`src/rtl/lfsr_prng_pkg.sv`:
```
// lfsr_prng shared constants and default tap table.
// Tap masks use bit i = state[i] for a left-shifting Fibonacci LFSR.
package lfsr_prng_pkg;

    localparam int unsigned LFSR_MIN_WIDTH = 3;
    localparam int unsigned LFSR_MAX_WIDTH = 32;

    // Maximal-length tap masks, one per supported width.
    function automatic logic [31:0] lfsr_default_taps(input int unsigned width);
        logic [31:0] t;
        t = 32'h0;
        case (width)
            3:       t = 32'h0000_0006;
            4:       t = 32'h0000_000C;
            5:       t = 32'h0000_0014;
            6:       t = 32'h0000_0030;
            7:       t = 32'h0000_0060;
            8:       t = 32'h0000_00B8;
            9:       t = 32'h0000_0110;
            10:      t = 32'h0000_0240;
            11:      t = 32'h0000_0500;
            12:      t = 32'h0000_0829;
            13:      t = 32'h0000_100D;
            14:      t = 32'h0000_2015;
            15:      t = 32'h0000_6000;
            16:      t = 32'h0000_D008;
            17:      t = 32'h0001_2000;
            18:      t = 32'h0002_0400;
            19:      t = 32'h0004_0023;
            20:      t = 32'h0009_0000;
            21:      t = 32'h0014_0000;
            22:      t = 32'h0030_0000;
            23:      t = 32'h0042_0000;
            24:      t = 32'h00E1_0000;
            25:      t = 32'h0120_0000;
            26:      t = 32'h0200_0023;
            27:      t = 32'h0400_0013;
            28:      t = 32'h0900_0000;
            29:      t = 32'h1400_0000;
            30:      t = 32'h2000_0029;
            31:      t = 32'h4800_0000;
            32:      t = 32'h8020_0003;
            default: t = 32'h0;
        endcase
        return t;
    endfunction

endpackage

```
`src/rtl/lfsr_prng_feedback.sv`:
```
// lfsr_prng feedback bit: XOR of the tapped state bits.
// Purely combinational.
module lfsr_prng_feedback #(
    parameter int unsigned WIDTH = 8
) (
    input  logic [WIDTH-1:0] state,
    input  logic [WIDTH-1:0] taps,
    output logic             fb
);

    assign fb = ^(state & taps);

endmodule

```
`src/rtl/lfsr_prng.sv`:
```
// lfsr_prng: free-running Fibonacci LFSR, state exposed as random_out.
// Optional macro LFSR_PRNG_LOCKUP_RECOVERY_EN reloads the seed from state 0.
module lfsr_prng
    import lfsr_prng_pkg::*;
#(
    parameter int unsigned WIDTH = 8,
    parameter logic [31:0] TAPS  = 32'h0,
    parameter logic [31:0] SEED  = 32'h1
) (
    input  logic             clk,
    input  logic             reset,
    output logic [WIDTH-1:0] random_out
);

    localparam logic [31:0] TAPS_FULL =
        (TAPS != 32'h0) ? TAPS : lfsr_default_taps(WIDTH);
    localparam logic [WIDTH-1:0] TAPS_EFF = TAPS_FULL[WIDTH-1:0];
    localparam logic [WIDTH-1:0] SEED_RAW = SEED[WIDTH-1:0];
    localparam logic [WIDTH-1:0] SEED_ONE = {{(WIDTH-1){1'b0}}, 1'b1};
    localparam logic [WIDTH-1:0] SEED_EFF =
        (SEED_RAW == '0) ? SEED_ONE : SEED_RAW;

    if (WIDTH < LFSR_MIN_WIDTH || WIDTH > LFSR_MAX_WIDTH) begin : g_bad_width
        $fatal(1, "lfsr_prng: WIDTH %0d outside 3..32", WIDTH);
    end

    if (!TAPS_EFF[WIDTH-1]) begin : g_bad_taps
        $fatal(1, "lfsr_prng: tap mask must include bit WIDTH-1");
    end

    logic [WIDTH-1:0] state;
    logic [WIDTH-1:0] state_next;
    logic             fb;

    lfsr_prng_feedback #(
        .WIDTH (WIDTH)
    ) u_feedback (
        .state (state),
        .taps  (TAPS_EFF),
        .fb    (fb)
    );

    // Shift left with feedback into bit 0; optionally escape lock-up.
    always_comb begin
        state_next = {state[WIDTH-2:0], fb};
`ifdef LFSR_PRNG_LOCKUP_RECOVERY_EN
        if (state == '0) state_next = SEED_EFF;
`endif
    end

    // State register, forced to the seed while reset is low.
    always_ff @(posedge clk or negedge reset) begin
        if (!reset) state <= SEED_EFF;
        else        state <= state_next;
    end

    assign random_out = state;

endmodule

```
`config.mk`:
```
export PLATFORM = sky130hd
export DESIGN_NAME = lfsr_prng
export DESIGN_NICKNAME = d
export VERILOG_FILES = /design/src/rtl/lfsr_prng_pkg.sv /design/src/rtl/lfsr_prng_feedback.sv /design/src/rtl/lfsr_prng.sv
export SDC_FILE = /design/constraint.sdc
export NUM_CORES = 1
export LEC_CHECK = 0
export ABC_AREA = 0
export ABC_CLOCK_PERIOD_IN_PS = 950
export CORE_AREA = 5 5 42 44
export DETAILED_ROUTE_END_ITERATION = 8
export DIE_AREA = 0 0 47 49
export PLACE_DENSITY_LB_ADDON = 0.12
export SYNTH_ARGS = -nofsm -noshare
export SYNTH_HDL_FRONTEND = slang
export SYNTH_SLANG_ARGS = --single-unit
```
`constraint.sdc`:
```
create_clock -name clk -period 0.95 [get_ports clk]
set_clock_uncertainty 0.15 [all_clocks]
set_input_delay 0.19 -clock clk [delete_from_list [all_inputs] [get_ports clk]]
set_output_delay 0.19 -clock clk [all_outputs]
set_load 0.01 [all_outputs]
```
==> out/results.txt <==
The run finished, with violations left. The checks that failed: setup timing. In this run the critical register-to-register path is launched from random_out[5]. Synthesis produced 11 cells. The clock-pin slew on the worst setup and hold paths came out at 60 ps. Summing all multi-input logic gate instances after layout gives 41.3 sq um. The area inside the core boundary is 1400 sq um. Setup repair after global routing could not meet its margin everywhere. In this run the power density over the cells is 1540 nW/um^2. The run gives -262 ps as the final worst-path setup slack. The first-pass GRT wire length came out at 752 um. The later pin in the worst-skew pair is clocked with a latency of 250 ps.

For the first-pass detailed-route iteration total, the log shows 3. For the peak supply drop, the log shows 550 uV. Grouping stages by cell kind, the critical path spends the most delay in flip-flops.

The count of buffering cells on the critical path with inverters included is 1, and the fraction of the yosys area taken by sequential cells is 88.5%. At the pin with the least slew margin, the transition time is 145 ps. Summed over all cells, the static leakage comes to 0.219 nW. The number of setup buffers added after CTS is 0. The detail route stage leaves a number of antenna-violating nets equal to 0.

Number of buffers inserted during clock tree synthesis: 3. Counting cells, the worst reg-to-reg path comes to 3. The period utilization came out at 128%. The signal on the critical path passes through buf_6. After synthesis, the mean cell area works out to 20.7 sq um. During I/O placement, the number of pins put on the boundary was 10. Counting along the longest clock path gives a buffer depth of 2.

Once the floorplan was initialized, standard cells occupied 16.2% of the core. The number of setup violations in the final report was 9; the overall power after layout was 0.623 mW. For the count of standard-cell rows, the log shows 14. In this run the cell area of the synthesized design comes to 228 sq um.

The height of the die is 49 um, and the H-tree depth is 1. Before CTS, the worst setup slack after placement is -426 ps. Across every metal layer, demand over resource in global routing totals 4.91%. After synthesis the netlist holds a flip-flop and latch count of 8. The sequential cell area was 201 sq um. After the last flow step, the layout net total stands at 33.

The critical-path cell with the highest stage delay was dfstp_2. The run gives 0 as the number of DRC violations after detailed routing. The run gives 8 as the number of sinks handled by clock tree synthesis. The die width is 47 um. 0 antenna diodes ended up in the layout. The detailed-route vias per instance works out to 3.33.

The root cell of the clock tree was clkbuf_4. The tools report the wire length reported by the detailed router as 484 um. The floorplan step defined a die boundary enclosing 2300 sq um. In the final layout, the share of cells above drive strength 1 is 66.7%. The reported max-cap violation count was 0; the final RePlAce weighted congestion was 0.611. Via count of the first global-routing pass: 175. The largest single stage delay on the critical path is 530 ps. Synthesis produced a netlist with a net count of 13. The fill cell instance count of the final layout was 153; the count of final hold-check violations was 0.

Synthesis instantiated 4 different standard cells from the library. Type of the most critical hold path: input port to asynchronous set/reset pin. STA puts the critical path data required time at 610 ps.

The area growth from synthesis to final layout was 77.5%. The register with the most flip-flops in the layout has 8 of them. The endpoint of the worst-slack reg-to-reg timing path was random_out[0]. TritonCTS built the clock tree. The initial antenna violation count is 0. Once detailed placement completed, the half-perimeter wirelength came to 351 um.

For the count of pins over their slew limit, the log shows 0. The number of warnings printed during yosys synthesis was 0. The run gives 6 as the largest net degree at the start of global routing.

In the layout the commonest cells are dfrtp_1, buf_2, buf_6, buf_4, clkbuf_4. By startpoint and endpoint, the worst setup path is classified as register to output pin. Final hold analysis gives a worst-case slack of 159 ps. The tools report the nature of the critical path endpoint as an output pin. The run gives 90.3% as the worst slew margin relative to its limit. Leaving out fill and tap cells, the most frequent cell in the layout is dfrtp_1. Cells fill 28.8% of the core in the end.

The largest fanout on the critical path was 2; the total congestion overflow was 0. The tools report the total via count after detailed routing as 153. The reg2reg setup slack came out at -130 ps. The sort of element at the start of the critical path was a register. The count of buffers added on input and output ports is 9. At the worst endpoint, the arrival time is 870 ps. The maximum frequency from static timing analysis was 825 MHz.

In this run, the number of DRC markers left after iteration 0 of detailed routing was 4. The wire length per cell was 10.5 um. The clock period minus worst slack is 1210 ps.
cell usage after synthesis:
| cell | n | area (sq um) |
|---|---|---|
| dfstp_2 | 1 | 26.3 |
| dfrtp_1 | 7 | 175 |
| xnor2_1 | 2 | 17.5 |
| xor2_1 | 1 | 8.76 |
logic make-up after synthesis:
family      synth area share, %
XOR/XNOR                   11.5
flip-flops                 88.5
power breakdown:
| part | total, mW | switching, mW | internal, mW |
|---|---|---|---|
| Combinational | 0.0166 | 0.00777 | 0.00883 |
| Sequential | 0.341 | 0 | 0.341 |
| Clock | 0.265 | 0.105 | 0.160 |
layer usage:
| metal | share of wire [%] | global-route usage [%] | up-vias |
|---|---|---|---|
| met5 | 0 | 0 | - |
| met2 | 42 | 5.66 | 7 |
| met4 | 0 | 4.15 | 0 |
| li1 | - | - | 71 |
| met3 | 15 | 3.69 | 0 |
| met1 | 42 | 5.69 | 75 |
how the worst max path moves through the flow:
stage                       start             to  depth (start not counted)
floorplan           random_out[5]  random_out[0]                          2
global placement    random_out[0]  random_out[0]                          1
detailed placement  random_out[0]  random_out[0]                          1
CTS                 random_out[0]  random_out[0]                          1
global route        random_out[0]  random_out[0]                          1
finish              random_out[0]  random_out[0]                          1
cell type report:
class	count	share of cell area, %
sequential	8	49.8
timing repair buffer	15	28.5
multi-input combinational	3	10.2
clock buffer	4	6.50
tap	16	4.95
through the flow:
stage / area (sq um) / std cells / setup TNS [ps]
finish: 404 / 46 / -1460
global placement: 383 / 42 / -2340
global route: 404 / 46 / -1790
floorplan: 228 / 11 / 0
detailed placement: 383 / 42 / -2320
CTS: 383 / 46 / -1530
what timing repair did:
action                     CTS  global route
pin swaps                    1             2
setup endpoints to repair    9             9
hold buffers                 0             0
gates resized for setup     34             4
hold endpoints to repair     0             0
No activity file was read; power rests on OpenSTA's default activity.
